[src/rtl/clock_ctrl_pkg.sv]
// rtl/clock_ctrl_pkg.sv - shared states, field codes and default tick counts for the front-panel controller
package clock_ctrl_pkg;

  typedef enum logic [1:0] {
    RUN     = 2'd0,
    SET_HR  = 2'd1,
    SET_MIN = 2'd2
  } mode_state_t;

  localparam logic FIELD_HR  = 1'b0;
  localparam logic FIELD_MIN = 1'b1;

  // Defaults for a 10 kHz clock
  localparam int DEF_DEBOUNCE_TICKS = 200;
  localparam int DEF_LONG_TICKS     = 10000;
  localparam int DEF_REPEAT_TICKS   = 2000;
  localparam int DEF_BLINK_TICKS    = 2500;
  localparam int DEF_TIMEOUT_TICKS  = 300000;

endpackage

[src/rtl/clock_mode_ctrl_if.sv]
// rtl/clock_mode_ctrl_if.sv - raw buttons in, counter control strobes out
interface clock_mode_ctrl_if;
  logic       btn_mode_raw;
  logic       btn_inc_raw;
  logic       enable;
  logic       setting_enable;
  logic       set_hr_or_min;
  logic       inc_short;
  logic       blink;
  logic [1:0] mode;

  modport master (
    input  btn_mode_raw, btn_inc_raw,
    output enable, setting_enable, set_hr_or_min, inc_short, blink, mode
  );

  modport slave (
    output btn_mode_raw, btn_inc_raw,
    input  enable, setting_enable, set_hr_or_min, inc_short, blink, mode
  );
endinterface

[src/rtl/clock_mode_ctrl_btn_debounce.sv]
// rtl/clock_mode_ctrl_btn_debounce.sv - 2-flop synchroniser, debounce counter and rise pulse for one button
module btn_debounce #(
  parameter int DEBOUNCE_TICKS = 200
) (
  input  logic clk_10000Hz,
  input  logic reset,
  input  logic btn_raw,
  output logic level,
  output logic press
);

  localparam int CW = $clog2(DEBOUNCE_TICKS + 1);
  localparam logic [CW-1:0] CNT_LAST = CW'(DEBOUNCE_TICKS - 1);

  logic          sync_q1;
  logic          sync_q2;
  logic [CW-1:0] cnt;

  always_ff @(posedge clk_10000Hz or posedge reset) begin
    if (reset) begin
      sync_q1 <= 1'b0;
      sync_q2 <= 1'b0;
      cnt     <= '0;
      level   <= 1'b0;
      press   <= 1'b0;
    end else begin
      sync_q1 <= btn_raw;
      sync_q2 <= sync_q1;
      press   <= 1'b0;
      if (sync_q2 == level) begin
        cnt <= '0;
      end else if (cnt == CNT_LAST) begin
        // The DEBOUNCE_TICKS-th differing sample flips the level
        cnt   <= '0;
        level <= ~level;
        press <= ~level;
      end else begin
        cnt <= cnt + 1'b1;
      end
    end
  end

endmodule

[src/rtl/clock_mode_ctrl.sv]
// rtl/clock_mode_ctrl.sv - RUN/SET_HR/SET_MIN sequencer with INC auto-repeat and blink; CLOCK_MODE_AUTO_EXIT_EN adds idle auto-exit
module clock_mode_ctrl
  import clock_ctrl_pkg::*;
#(
  parameter int DEBOUNCE_TICKS = DEF_DEBOUNCE_TICKS,
  parameter int LONG_TICKS     = DEF_LONG_TICKS,
  parameter int REPEAT_TICKS   = DEF_REPEAT_TICKS,
  parameter int BLINK_TICKS    = DEF_BLINK_TICKS,
  parameter int TIMEOUT_TICKS  = DEF_TIMEOUT_TICKS
) (
  input  logic               clk_10000Hz,
  input  logic               reset,
  clock_mode_ctrl_if.master  bus
);

  localparam int HW = $clog2(LONG_TICKS + 1);
  localparam int RW = $clog2(REPEAT_TICKS + 1);
  localparam int BW = $clog2(BLINK_TICKS + 1);
  localparam logic [HW-1:0] HOLD_MAX   = HW'(LONG_TICKS);
  localparam logic [HW-1:0] HOLD_LAST  = HW'(LONG_TICKS - 1);
  localparam logic [RW-1:0] REP_LAST   = RW'(REPEAT_TICKS - 1);
  localparam logic [BW-1:0] BLINK_LAST = BW'(BLINK_TICKS - 1);

  mode_state_t   state_q, state_d;
  logic          mode_level_unused;
  logic          mode_press;
  logic          inc_level;
  logic          inc_press;
  logic          fire;
  logic          timeout_hit;
  logic          wait_rel_q;
  logic [HW-1:0] hold_cnt;
  logic [RW-1:0] rep_cnt;
  logic [BW-1:0] blink_cnt;
  logic          enable_q, setting_q, field_q, inc_q, blink_q;
  mode_state_t   mode_q;

  btn_debounce #(.DEBOUNCE_TICKS(DEBOUNCE_TICKS)) u_mode_db (
    .clk_10000Hz (clk_10000Hz),
    .reset       (reset),
    .btn_raw     (bus.btn_mode_raw),
    .level       (mode_level_unused),
    .press       (mode_press)
  );

  btn_debounce #(.DEBOUNCE_TICKS(DEBOUNCE_TICKS)) u_inc_db (
    .clk_10000Hz (clk_10000Hz),
    .reset       (reset),
    .btn_raw     (bus.btn_inc_raw),
    .level       (inc_level),
    .press       (inc_press)
  );

`ifdef CLOCK_MODE_AUTO_EXIT_EN
  localparam int IW = $clog2(TIMEOUT_TICKS + 1);
  localparam logic [IW-1:0] IDLE_LAST = IW'(TIMEOUT_TICKS - 1);

  logic [IW-1:0] idle_cnt;

  assign timeout_hit = (state_q != RUN) && !mode_press && !inc_press && !inc_level &&
                       (idle_cnt == IDLE_LAST);

  always_ff @(posedge clk_10000Hz or posedge reset) begin
    if (reset) begin
      idle_cnt <= '0;
    end else if (state_q == RUN || mode_press || inc_press || inc_level || timeout_hit) begin
      idle_cnt <= '0;
    end else begin
      idle_cnt <= idle_cnt + 1'b1;
    end
  end
`else
  localparam int TIMEOUT_UNUSED = TIMEOUT_TICKS;
  assign timeout_hit = 1'b0;
`endif

  always_comb begin
    state_d = state_q;
    fire    = 1'b0;
    case (state_q)
      RUN:     if (mode_press) state_d = SET_HR;
      SET_HR:  if (mode_press) state_d = SET_MIN; else if (timeout_hit) state_d = RUN;
      SET_MIN: if (mode_press) state_d = RUN;     else if (timeout_hit) state_d = RUN;
      default: state_d = RUN;
    endcase
    // MODE wins over INC, and a held INC stays silent until released
    if (state_q != RUN && !wait_rel_q && !mode_press && !timeout_hit) begin
      if (inc_press)
        fire = 1'b1;
      else if (inc_level && hold_cnt == HOLD_LAST)
        fire = 1'b1;
      else if (inc_level && hold_cnt == HOLD_MAX && rep_cnt == REP_LAST)
        fire = 1'b1;
    end
  end

  always_ff @(posedge clk_10000Hz or posedge reset) begin
    if (reset) begin
      state_q    <= RUN;
      mode_q     <= RUN;
      enable_q   <= 1'b1;
      setting_q  <= 1'b0;
      field_q    <= FIELD_HR;
      inc_q      <= 1'b0;
      wait_rel_q <= 1'b0;
    end else begin
      state_q    <= state_d;
      mode_q     <= state_d;
      enable_q   <= (state_d == RUN);
      setting_q  <= (state_d != RUN);
      field_q    <= (state_d == SET_MIN) ? FIELD_MIN : FIELD_HR;
      inc_q      <= fire;
      if (!inc_level)
        wait_rel_q <= 1'b0;
      else if (state_d != state_q)
        wait_rel_q <= 1'b1;
    end
  end

  always_ff @(posedge clk_10000Hz or posedge reset) begin
    if (reset) begin
      hold_cnt <= '0;
      rep_cnt  <= '0;
    end else if (!inc_level || state_q == RUN || wait_rel_q || mode_press) begin
      hold_cnt <= '0;
      rep_cnt  <= '0;
    end else if (hold_cnt != HOLD_MAX) begin
      hold_cnt <= hold_cnt + 1'b1;
    end else begin
      rep_cnt <= (rep_cnt == REP_LAST) ? '0 : rep_cnt + 1'b1;
    end
  end

  // Restarting on edits keeps the field steady right after a change
  always_ff @(posedge clk_10000Hz or posedge reset) begin
    if (reset) begin
      blink_cnt <= '0;
      blink_q   <= 1'b0;
    end else if (state_d == RUN || state_d != state_q || fire) begin
      blink_cnt <= '0;
      blink_q   <= 1'b0;
    end else if (blink_cnt == BLINK_LAST) begin
      blink_cnt <= '0;
      blink_q   <= ~blink_q;
    end else begin
      blink_cnt <= blink_cnt + 1'b1;
    end
  end

  assign bus.enable         = enable_q;
  assign bus.setting_enable = setting_q;
  assign bus.set_hr_or_min  = field_q;
  assign bus.inc_short      = inc_q;
  assign bus.blink          = blink_q;
  assign bus.mode           = mode_q;

endmodule

[src/flat_wrapper.sv]
// flat-port wrapper written by rule: the top's interface ports become plain ports
module clock_mode_ctrl_flat import clock_ctrl_pkg::*;
#(
  parameter int DEBOUNCE_TICKS = DEF_DEBOUNCE_TICKS,
  parameter int LONG_TICKS     = DEF_LONG_TICKS,
  parameter int REPEAT_TICKS   = DEF_REPEAT_TICKS,
  parameter int BLINK_TICKS    = DEF_BLINK_TICKS,
  parameter int TIMEOUT_TICKS  = DEF_TIMEOUT_TICKS
)
  (clk_10000Hz, reset, bus_btn_mode_raw, bus_btn_inc_raw, bus_enable, bus_setting_enable, bus_set_hr_or_min, bus_inc_short, bus_blink, bus_mode);
  clock_mode_ctrl_if bus_i ();
  input  logic clk_10000Hz;
  input  logic reset;
  input wire logic [$bits(bus_i.btn_mode_raw)-1:0] bus_btn_mode_raw;
  input wire logic [$bits(bus_i.btn_inc_raw)-1:0] bus_btn_inc_raw;
  output wire logic [$bits(bus_i.enable)-1:0] bus_enable;
  output wire logic [$bits(bus_i.setting_enable)-1:0] bus_setting_enable;
  output wire logic [$bits(bus_i.set_hr_or_min)-1:0] bus_set_hr_or_min;
  output wire logic [$bits(bus_i.inc_short)-1:0] bus_inc_short;
  output wire logic [$bits(bus_i.blink)-1:0] bus_blink;
  output wire logic [$bits(bus_i.mode)-1:0] bus_mode;
  assign bus_i.btn_mode_raw = bus_btn_mode_raw;
  assign bus_i.btn_inc_raw = bus_btn_inc_raw;
  assign bus_enable = bus_i.enable;
  assign bus_setting_enable = bus_i.setting_enable;
  assign bus_set_hr_or_min = bus_i.set_hr_or_min;
  assign bus_inc_short = bus_i.inc_short;
  assign bus_blink = bus_i.blink;
  assign bus_mode = bus_i.mode;
  clock_mode_ctrl #(.DEBOUNCE_TICKS(DEBOUNCE_TICKS), .LONG_TICKS(LONG_TICKS), .REPEAT_TICKS(REPEAT_TICKS), .BLINK_TICKS(BLINK_TICKS), .TIMEOUT_TICKS(TIMEOUT_TICKS)) u_core (.clk_10000Hz(clk_10000Hz), .reset(reset), .bus(bus_i));
endmodule
[config.mk]
export PLATFORM = sky130hd
export DESIGN_NAME = clock_mode_ctrl_flat
export DESIGN_NICKNAME = d
export VERILOG_FILES = /design/src/rtl/clock_ctrl_pkg.sv /design/src/rtl/clock_mode_ctrl_if.sv /design/src/rtl/clock_mode_ctrl_btn_debounce.sv /design/src/rtl/clock_mode_ctrl.sv /design/src/flat_wrapper.sv
export SDC_FILE = /design/constraint.sdc
export NUM_CORES = 1
export LEC_CHECK = 0
export BUFFER_PORTS_ARGS = -buffer_cell sky130_fd_sc_hd__buf_4
export CAP_MARGIN = 20
export CORE_ASPECT_RATIO = 1.75
export CORE_MARGIN = 2
export CORE_UTILIZATION = 55
export DETAILED_ROUTE_END_ITERATION = 10
export GPL_TIMING_DRIVEN = 0
export PLACE_DENSITY = 0.85
export RECOVER_POWER = 50
export SLEW_MARGIN = 20
export SYNTH_ARGS = -nofsm -noshare
export SYNTH_HDL_FRONTEND = slang
export SYNTH_SLANG_ARGS = --single-unit
[constraint.sdc]
create_clock -name clk_10000Hz -period 2.57 [get_ports clk_10000Hz]
set_clock_uncertainty 0.2 [all_clocks]
set_input_delay 0.514 -clock clk_10000Hz [delete_from_list [all_inputs] [get_ports clk_10000Hz]]
set_output_delay 0.514 -clock clk_10000Hz [all_outputs]
set_load 0.05 [all_outputs]
* Word-level counts from Yosys, hierarchy flattened
Cells that the tools add are included.
** Word-level totals
- Bits in registers :: 69
- Bits of input ports :: 4
- Word-level logic and storage cells :: 94
** Cells by class
- Add/subtract/negate cells :: 5
- Eq/ne operators :: 15
- Muxes and demuxes :: 28
- Bitwise gates (word level) :: 5
- Reductions and logical operators :: 21
** Operators by type and width (count)
- $mux 11 :: 3
- $mux 8 :: 4
- $eq 14x14->1 const B :: 2
- $mux 14 :: 2
- $mux 12 :: 2
- $add 8x1->8 const B :: 2
- $eq 8x8->1 const B :: 2
- $add 14x1->14 const B :: 1
- $ne 14x14->1 const B :: 1
- $mux 1 :: 13
- $add 12x1->12 const B :: 1
- $eq 12x12->1 const B :: 1
- $add 11x1->11 const B :: 1
- $eq 11x11->1 const B :: 1
- $reduce_bool 2->1 :: 4
- $mux 2 :: 3
- $pmux 2 s3 :: 1
- $logic_and 1x1->1 :: 5
- $logic_or 1x1->1 :: 5
- $not 1->1 :: 5
- $eq 2x2->1 const B :: 2
- $logic_not 2->1 :: 2
- $ne 2x1->1 const B :: 2
- $reduce_and 2->1 :: 2
- other kinds (4) :: 7

* Depth between registers and ports, before layout
Gate-level depths: netlist of the first run.
- Depth in word-level cells :: 9
- Mapped depth :: 8
- Gate-level depth less buffers :: 7

* Modules after synthesis
A second synthesis of the first run with hierarchy kept.
** Unflattened totals
- Cell total of the unflattened synthesis :: 336
- Area total of the unflattened synthesis :: 3443.3 um^2
** By module, submodules not included
- clock_mode_ctrl :: instances 1, cells an instance 246, area each 2377.3 um^2
- btn_debounce :: instances 2, cells an instance 45, area each 533.0 um^2

* Worst setup path before layout of the first run
OpenSTA, ideal clock, no wires.
- Kind :: reg2reg
- Start point :: register u_core.hold_cnt[5]
- End point :: register u_core.blink_cnt[10]
- Setup time :: 0.121 ns
- Arrival time :: 2.163 ns
- Setup slack :: 0.086 ns
- Stages on the path, launching flop included :: 7
- Path buffers :: 1
- Period minus slack after synthesis :: 2.484 ns
- Cell sequence :: dfrtp_1 or3_4 or4_4 buf_6 or4_4 nand3_4 nor2_2
** Between the ends
- Word-level cells in the longest chain between the ends :: 9
- Elaborated cells between the ends (all ways) :: 11
- Those cells by class :: 2 x eq/ne; 5 x mux; 4 x reduce/logical
** Ends and longest elaborated chain
- start: declaration :: line clock_mode_ctrl.sv:32 : logic [HW-1:0] hold_cnt;
- start signal: assignment :: line clock_mode_ctrl.sv:128 : hold_cnt <= hold_cnt + 1'b1;
- $eq 14x14->1 :: line clock_mode_ctrl.sv:92 : else if (inc_level && hold_cnt == HOLD_MAX && rep_cnt == REP_LAST)
- $logic_and 1x1->1 (2 in a row) :: line clock_mode_ctrl.sv:92
- $mux 1 :: line clock_mode_ctrl.sv:92
- $mux 1 (*) :: line clock_mode_ctrl.sv:90 : else if (inc_level && hold_cnt == HOLD_LAST)
- $mux 1 (*) :: line clock_mode_ctrl.sv:88 : if (inc_press)
- $mux 1 (*) :: line clock_mode_ctrl.sv:87 : if (state_q != RUN && !wait_rel_q && !mode_press && !timeout_hit) begin
- $logic_or 1x1->1 (*) :: line clock_mode_ctrl.sv:139 : end else if (state_d == RUN || state_d != state_q || fire) begin
- $mux 12 (*) :: line clock_mode_ctrl.sv:139
- end signal: assignment :: line clock_mode_ctrl.sv:146 : blink_cnt <= blink_cnt + 1'b1;
- end: declaration :: line clock_mode_ctrl.sv:34 : logic [BW-1:0] blink_cnt;
Mark *: on every way between the ends. The rest lies on a longest branch, timed or not.
A chain may end at the register's enable or synchronous reset.

* Worst setup path after layout of the first run
- Start point :: register u_core.hold_cnt[7]
- End point :: register u_core.blink_cnt[9]
The elaborated chain is that of the path after synthesis.

==> results.ini, run 1 <==
[status]
status=finished, final reports clean

[critical_path]
cp-end-kind=flip-flop
crit_buf_inv=1
cpMostUsedCell=or4_4
cp_cell_sequence=or3_4 -> or4_4 -> buf_6 -> or4_4 -> nand3_4 -> nor2_2
crit_type=flip-flop to flip-flop
critPathLaunchType=flip-flop
worstPathRequired_ns=2.60
cp.arrival_ns=2.48
slowest_delay_ns=0.49
crit_family=simple AND/OR/NAND/NOR gates
path_max_fanout=10
slowest_stage=or4_4

[sta]
max_freq_mhz=409
setup_viol=0
fin_crit_sh_pct=95.2
fin_crit_ns=2.45
fin_tns_setup_ns=0
setup_ws_ns=0.123
relSlewSlack_pct=49.3
final_max_slew_viol_count=0
worst_slew_pin_slew_ns=0.757
report.final.hold_viol_count=0
rsz0062_at_grt=false

[cells_and_area]
stdcell_area_sq_um=3690
layout-drive-gt1-share_pct=14.6
diodes=0
nets=360
finalNonFillerCells=433
fin_util_pct=63.8
syn_to_final_growth_pct=13.6

[synth]
synth_cell_types=44
synth.avg_cell_area_sq_um=10.1
synthCells=321
yosys.area.top_type=dfrtp_1
synth_edf_count=0
yosysSeqAreaShare_pct=53.2
syn_area_sq_um=3250
synth_top_area_share_pct=52.4
synthesis.nets=331
synthTopCellsByArea=dfrtp_1 (52%), xor2_1 (6.5%), nor2_1 (5.8%)
synthFlopType=dfrtp_1
ys_seq_elements=69
yosysWarnings=0
async_flop_share_pct=100

[die]
dieArea_sq_um=6560
die_y_um=106
start_util_pct=56.2
row_count=37
die_w_um=62.1
design.core.area_sq_um=5790
io-pin-count=11

[route]
antenna_left=0
drt-vias-per-instance=5.58
drtIter0Drc=159
wl_um=5930
wire_per_inst_um=13.7
drt-pass1-iter-count=4
vias=2416
drc=0

[clock_network]
cts_htree_levels=3
cts_buffers=9
clock-sinks=69
path_clk_slew_ns=0.07
cts_tree=yes
cts_buffer_depth=2
clk_latency_ns=0.34
ctsRootBufferMaster=clkbuf_8

[global_route]
grt_pass1_vias=2366
antenna_found_initial=0
grt_use_total_pct=20.2
grt_overflow=0
grt_pass1_wl_um=10400
grt_max_degree=59

[placement]
hpwlAfterDp_um=4100
dpl.cell_count=410
preCtsSetupSlack_ns=-0.0367
dpl_cell_area_sq_um=3450
io_buffer_count=10
gp_congestion=0.842

[power]
power_leakage_uw=0.00154
irDropWorstVdd_mv=0.400
p_per_area_nw_per_um2=544

[job]
drv_cap=0

[worst_hold_path]
hold_class=input port to flip-flop

==> cell families after synthesis <==
logic type / share of synthesized area (%)
xor+xnor: 11.1
compound gates: 5.04
simple gates: 25.5
fa+ha+maj: 2.31
flops: 53.2
mux: 0.693
buf+inv: 2.19
==> power by group <==
part | internal, uW | leakage, uW | switching (uW)
clock | 472 | 0.0000964 | 386
sequential | 1100 | 0.000945 | 8.38
combinational | 14.1 | 0.000499 | 31.1
==> synth_stat cells (2+ instances only) <==
cell type and count:
dfrtp_1 68, nor2_1 50, nand2_1 28, xor2_1 24, nand3_1 19, xnor2_1 17
a21oi_1 11, clkbuf_1 9, nor2_2 9, and3_1 8, nand4_1 8, inv_1 7
nor3_1 7, ha_1 6, nor4_1 6, o21ai_0 4, a311oi_1 3, and4_1 3
mux2_2 2, nand3b_1 2, nand4bb_1 2, o211ai_1 2, o22ai_1 2, or3_1 2
or4_1 2, or4_4 2
==> through the flow <==
step | total power [uW] | hold WS, ns
5_1_grt | 2090 | 0.0772
3_5_place_dp | 1180 | 0.135
6_report | 2010 | 0.0959
4_1_cts | 2040 | 0.0567
3_3_place_gp | 1170 | 0.134
2_1_floorplan | 1160 | 0.131
==> cell usage in the layout (no fill, tap or decap), types with 2 or more instances in the layout <==
cell type,instances
inv_1,6
a21oi_1,11
xnor2_1,17
clkbuf_8,10
nand4_1,8
or4_4,2
buf_4,12
o21ai_0,4
nor2_1,50
o22ai_1,2
nor3_1,7
nor2_2,9
nand3b_1,2
nand4bb_1,2
or3_1,2
and3_1,8
ha_1,6
o211ai_1,2
clkbuf_1,11
and4_1,3
clkbuf_4,4
nand3_1,19
mux2_2,2
xor2_1,24
or4_1,2
nand2_1,28
nor4_1,6
nand3_4,2
clkinv_2,2
a311oi_1,3
dfrtp_1,67
==> layer usage <==
layer / track usage, % / routed length, um
met3: 4.80 / 172
met2: 33.9 / 3190
met5: 0 / 0
met4: 12.1 / 179
met1: 23.2 / 2390
==> repair_timing <==
action / in CTS / in global routing
pin swaps: 0 / 1
resized for setup: 1 / 1
setup buffers: 1 / 4
hold buffers: 1 / 0
cloned: 1 / 0
endpoints found under the setup margin: 9 / 13
hold endpoints to repair: 11 / 0
==> flip-flops by register name (all words and copies together) (netlist names) <==
register / flops
u_core.u_mode_db.sync_q1: 1
u_core.state_q: 2
u_core.u_inc_db.cnt: 8
u_core.u_inc_db.press: 1
u_core.u_mode_db.level: 1
u_core.u_inc_db.sync_q1: 1
u_core.bus.inc_short: 1
u_core.wait_rel_q: 1
u_core.bus.set_hr_or_min: 1
u_core.blink_cnt: 12
u_core.u_mode_db.cnt: 8
u_core.hold_cnt: 14
u_core.u_mode_db.sync_q2: 1
u_core.u_inc_db.level: 1
u_core.bus.enable: 1
u_core.rep_cnt: 11
u_core.u_mode_db.press: 1
u_core.u_inc_db.sync_q2: 1
u_core.bus.blink: 1
u_core.bus.setting_enable: 1
==> cell type report <==
class | count | area (sq um)
sequential | 69 | 1730
multi-input combinational | 236 | 1470
fill | 453 | 2100
clock buffer | 12 | 145
timing repair buffer | 17 | 130
tap | 78 | 97.6
clock inverter | 4 | 47.5
buffer | 10 | 45.0
inverter | 7 | 27.5
==> final timing paths <==
kind	slack, ns	endpoint	cells past startpoint	from
setup / recovery	0.12	u_core.blink_cnt[9]	6	u_core.hold_cnt[7]
hold / removal	0.1	u_core.u_mode_db.sync_q1	1	bus_btn_mode_raw
setup reg to reg	0.12	u_core.blink_cnt[9]	6	u_core.hold_cnt[7]
hold reg to reg	0.15	u_core.u_mode_db.sync_q2	0	u_core.u_mode_db.sync_q1
max in group asynchronous	0.47	u_core.hold_cnt[1]	4	reset
min in group asynchronous	0.53	u_core.u_inc_db.cnt[1]	3	reset
Note: power is estimated with default switching activity, not from simulation.
==> inputs of run 2 (changes only) <==
CORE_UTILIZATION = 56   (was 55)
PLACE_DENSITY = 0.86   (was 0.85)
SYNTH_HIERARCHICAL = 1   (was unset)
==> results.ini, run 2 <==
[sta]
report.final.hold_viol_count=0
fin_crit_ns=2.39
final_max_slew_viol_count=0
finalHoldWorstSlack_ns=0.0892
fin_crit_sh_pct=93.0
max_freq_mhz=419
setup_ws_ns=0.181
fin_tns_setup_ns=0
relSlewSlack_pct=50.2
rsz0062_at_grt=true
setup_viol=0
worst_slew_pin_slew_ns=0.747

[cells_and_area]
largest_reg_flops=14
reg_top3=u_core/hold_cnt x14, u_core/blink_cnt x12, u_core/rep_cnt x11
final_common_cell=dfrtp_1
fin_util_pct=64.9
diodes=0
largest_register=u_core/hold_cnt
syn_to_final_growth_pct=11.6
nets=369
final_cell_mix=dfrtp_1 (68), nor2_1 (28), nand2_1 (26)
layout-drive-gt1-share_pct=12.6

[critical_path]
path_max_fanout=10
worstPathRequired_ns=2.58
slowest_delay_ns=0.45
critPathLaunchType=flip-flop
cp.arrival_ns=2.40
crit_buf_inv=3
cp-end-kind=flip-flop
crit_type=flip-flop to flip-flop
slowest_stage=clkbuf_1
crit_family=buffers and inverters
cp_cell_sequence=clkbuf_1 -> nor2_1 -> nand3b_1 -> clkbuf_1 -> buf_1 -> nor2_1

[route]
drt-pass1-iter-count=5
drc=0
drt-vias-per-instance=5.93
antenna_left=0
wire_per_inst_um=15.1
vias=2620
wl_um=6680
drtIter0Drc=137

[die]
design.core.area_sq_um=5930
start_util_pct=58.1
dieArea_sq_um=6820
die_w_um=63.3
die_y_um=108
row_count=37
io-pin-count=11

[global_route]
grt_pass1_wl_um=11500
grt_pass1_vias=2703
antenna_found_initial=0
grt_max_degree=31
grt_use_total_pct=21.9
grt_overflow=0

[placement]
preCtsSetupSlack_ns=0.0504
io_buffer_count=10
hpwlAfterDp_um=4650
gp_congestion=0.882

[synth]
synthesis.nets=346
synth_cell_types=49
yosysSeqAreaShare_pct=50.2
yosys.area.top_type=dfrtp_1
async_flop_share_pct=100
ys_seq_elements=69
syn_area_sq_um=3440
yosysMostFrequentCell=dfrtp_1
synth_edf_count=0
synth.avg_cell_area_sq_um=10.2
synthCells=336
synthTopCellsByArea=dfrtp_1 (49%), xor2_1 (3.8%), xnor2_1 (3.3%)
synthFlopType=dfrtp_1
yosysWarnings=6
synth_top_area_share_pct=49.4
synth.top_cells.by_count=dfrtp_1 (68), nor2_1 (28), nand2_1 (26)

[power]
seqPwrFrac_pct=53.8
power_uw=2060
power_switching_uw=487
power.internal_uw=1570
combPwrFrac_pct=2.3
netSwitchingFraction_pct=23.7
p_clk_share_pct=43.9
irDropWorstVdd_mv=0.486
power_leakage_uw=0.00160
p_per_area_nw_per_um2=535

[clock_network]
clock-sinks=69
post-cts-setup-buffers=0
cts_tree=yes
path_clk_slew_ns=0.08
cts_buffer_depth=2
ctsRootBufferMaster=clkbuf_8
cts_buffers=9
cts_htree_levels=3
clk_latency_ns=0.35

[worst_hold_path]
hold_class=input port to flip-flop

[status]
status=finished, final reports clean

[job]
drv_cap=0

run 2: what timing repair did:
| action | CTS | global route |
|---|---|---|
| hold endpoints to repair | 38 | 0 |
| hold buffers | 1 | 0 |
| gates resized for setup | 0 | 1 |
| endpoints found under the setup margin | 0 | 10 |
run 2: layout make-up:
cell class,instances,area [sq um]
multi-input combinational,243,1630
fill,483,2080
buffer,8,40.0
clock inverter,7,80.1
tap,78,97.6
timing repair buffer,12,86.3
sequential,69,1730
inverter,16,60.1
clock buffer,9,124
run 2: metal layers:
layer	track usage, %	part of all wire, %	vias up
li1	-	-	1254
met1	22.6	40	1317
met2	38.4	56	40
met3	6.49	2.7	9
met4	13.4	1.5	0
met5	0	0	-
run 2: worst paths after layout:
kind,start,to,slack (ns),depth (start not counted)
setup / recovery,u_core/u_mode_db/press,u_core/hold_cnt[8],0.18,6
hold / removal,bus_btn_inc_raw,u_core/u_inc_db/sync_q1,0.09,1
setup reg to reg,u_core/u_mode_db/press,u_core/hold_cnt[8],0.18,6
hold reg to reg,u_core/u_inc_db/sync_q1,u_core/u_inc_db/sync_q2,0.15,0
max in group asynchronous,reset,u_core/hold_cnt[0],0.42,4
min in group asynchronous,reset,u_core/u_mode_db/cnt[6],0.53,3
run 2: worst register-to-register path: stages (launching register included):
cell	delay, ns
dfrtp_1	0.33
clkbuf_1	0.30
nor2_1	0.12
nand3b_1	0.33
clkbuf_1	0.46
buf_1	0.42
nor2_1	0.10
run 2: power groups by stage:
stage / combinational, uW / clock, uW / sequential [uW]
2_1_floorplan: 34.9 / 0 / 1120
3_3_place_gp: 46.6 / 0 / 1130
3_5_place_dp: 51.7 / 0 / 1130
4_1_cts: 53.9 / 928 / 1110
5_1_grt: 56.7 / 973 / 1110
6_report: 47.8 / 902 / 1110
run 2: cell families after synthesis:
| group | synth area share (%) |
|---|---|
| XOR/XNOR | 7.12 |
| multiplexers | 1.24 |
| flip-flops | 50.2 |
| AO/OA/AOI/OAI | 9.70 |
| AND/OR/NAND/NOR | 26.7 |
| adder cells (fa/ha/maj) | 2.18 |
| buffers and inverters | 2.91 |
run 2: per-stage QoR:
step	instances	instance area, sq um
global placement	424	3620
global route	442	3840
CTS	442	3850
detailed placement	425	3640
floorplan	336	3440
finish	442	3840
==> inputs of run 3 (changes only) <==
ABC_AREA = 1   (was unset)
CAP_MARGIN = unset   (was 20)
==> results.ini, run 3 <==
[status]
status=finished, final reports clean

[die]
die_w_um=63.5
io-pin-count=11
row_count=38
dieArea_sq_um=6860
design.core.area_sq_um=6090
start_util_pct=57.0
die_y_um=108

[synth]
yosys.area.top_type=dfrtp_1
synthesis.nets=440
synth.top_cells.by_count=nand2_1 (100), nor2_1 (71), dfrtp_1 (68)
yosysWarnings=6
ys_seq_elements=69
synth_edf_count=0
synth_cell_types=33
yosysSeqAreaShare_pct=49.8
synth.avg_cell_area_sq_um=8.07
synthFlopType=dfrtp_1
syn_area_sq_um=3470
async_flop_share_pct=100
yosysMostFrequentCell=nand2_1
synth_top_area_share_pct=49.1
synthCells=430
synthTopCellsByArea=dfrtp_1 (49%), nand2_1 (11%), nor2_1 (7.7%)

[critical_path]
crit_type=flip-flop to flip-flop
path_max_fanout=10
worst_r2r_startpoint=u_core/hold_cnt[0]
crit_start=u_core/hold_cnt[0]
worstPathRequired_ns=2.61
critPathLaunchType=flip-flop
cp-end-kind=flip-flop
cp.arrival_ns=1.98

[sta]
final_max_slew_viol_count=0
relSlewSlack_pct=59.6
fin_crit_sh_pct=75.6
worst_slew_pin_slew_ns=0.605
setup_ws_ns=0.627
setup_viol=0
fin_tns_setup_ns=0
report.final.hold_viol_count=0
max_freq_mhz=515
fin_crit_ns=1.94
rsz0062_at_grt=false

[placement]
io_buffer_count=10
hpwlAfterDp_um=4900
preCtsSetupSlack_ns=0.676
gp_congestion=0.977

[route]
antenna_left=0
wl_um=6690
drtIter0Drc=250
drc=0
drt-vias-per-instance=5.27
vias=2833
drt-pass1-iter-count=4
wire_per_inst_um=12.4

[cells_and_area]
layout-drive-gt1-share_pct=10.0
multi_input_area_sq_um=1490
final_common_cell=nand2_1
seq_area_sq_um=1730
final_cell_mix=nand2_1 (102), nor2_1 (72), dfrtp_1 (68)
diodes=0
reg_top3=u_core/hold_cnt x14, u_core/blink_cnt x12, u_core/rep_cnt x11
largest_register=u_core/hold_cnt
fillers=548
largest_reg_flops=14
syn_to_final_growth_pct=10.9
nets=463

[global_route]
grt_overflow=0
grt_max_degree=33
grt_use_total_pct=21.5
grt_pass1_vias=2880
antenna_found_initial=0
grt_pass1_wl_um=11800

[worst_hold_path]
hold_class=input port to flip-flop
hp-start=bus_btn_inc_raw

[power]
netSwitchingFraction_pct=21.4
seqPwrFrac_pct=54.8
power_switching_uw=432
power.internal_uw=1580
combPwrFrac_pct=2.5
power_uw=2020
power_leakage_uw=0.00181
p_clk_share_pct=42.7
p_per_area_nw_per_um2=524
irDropWorstVdd_mv=0.619

[clock_network]
cts_buffers=9
path_clk_slew_ns=0.07
cts_hold_buf=1
cts_tree=yes
post-cts-setup-buffers=0
cts_buffer_depth=2
ctsRootBufferMaster=clkbuf_8
clk_latency_ns=0.34
cts_htree_levels=3
cts_resized=0
clock-sinks=69

[job]
drv_cap=0

## run 3: cell types whose count changed after synthesis, sizes merged, moves of 5 or more
cell    before  now
inv         16   55
o21ai       14   26
xnor2       13    4
or3         10    0
nand2       26  106
nand3       20   34
nor3        18    9
or4          5    0
nor2        28   78
a21oi       16    9
nor4bb       5    0
nor4         9    1
nand2b       5    0
## run 3: cells by family after synthesis
family                     after synthesis  share of synthesized area, %
AOI/OAI and AO/OA                       39                          6.35
xor gates and xnor gates                17                          4.73
adders and majority gates                6                          2.16
buffers and inverters                   59                          6.78
DFF                                     69                          49.8
muxes                                    1                         0.289
and+or+nand+nor                        239                          29.9
## run 3: layer usage
layer	share of wire, %	track usage, %	vias up
li1	-	-	1399
met3	2.5	3.23	19
met1	38	21.6	1350
met2	56	40.8	65
met5	0	0	-
met4	2.8	13.2	0
## run 3: path summary, 6_finish.rpt
kind                                            to  slack, ns  cells past startpoint
max in group asynchronous        u_core/bus.enable       0.92                      4
min reg2reg                u_core/u_inc_db/sync_q2       0.15                      0
min                        u_core/u_inc_db/sync_q1       0.10                      1
max reg2reg                       u_core/bus.blink       0.63                      9
min in group asynchronous   u_core/u_inc_db/cnt[7]       0.54                      3
max                               u_core/bus.blink       0.63                      9
## run 3: cell type report
cell class | count | share of cell area (%)
Timing Repair Buffer | 12 | 2.63
Inverter | 55 | 5.37
Tap cell | 80 | 2.60
Clock inverter | 4 | 1.27
Sequential cell | 69 | 44.9
Clock buffer | 12 | 3.77
Buffer | 4 | 0.748
Multi-Input combinational cell | 302 | 38.7
## run 3: power groups by stage
stage	registers [uW]	clock network [uW]	logic (uW)
after global placement	1120	0	45.1
final	1110	861	50.3
after global routing	1110	921	60.2
after CTS	1100	883	53.2
after floorplan	1120	0	33.4
after detailed placement	1130	0	51.3
## run 3: metrics by stage
step / area (sq um) / util [%] / cells / hold WS [ns]
after floorplan: 3470 / - / 430 / 0.131
after global placement: 3640 / 59.9 / 520 / 0.136
after detailed placement: 3660 / 60.2 / 521 / 0.138
after CTS: 3870 / 63.5 / 538 / 0.0682
after global routing: 3850 / 63.2 / 538 / 0.0994
final: 3850 / 63.2 / 538 / 0.103
## run 3: critical path: stages (launching register included)
cell and delay, ns:
dfrtp_1 0.40, inv_1 0.10, ha_1 0.18, nor3b_1 0.18, nand2_1 0.11, nor2_4 0.12, nand3_1 0.17, nand3_2 0.18
buf_6 0.16, nor2_1 0.05
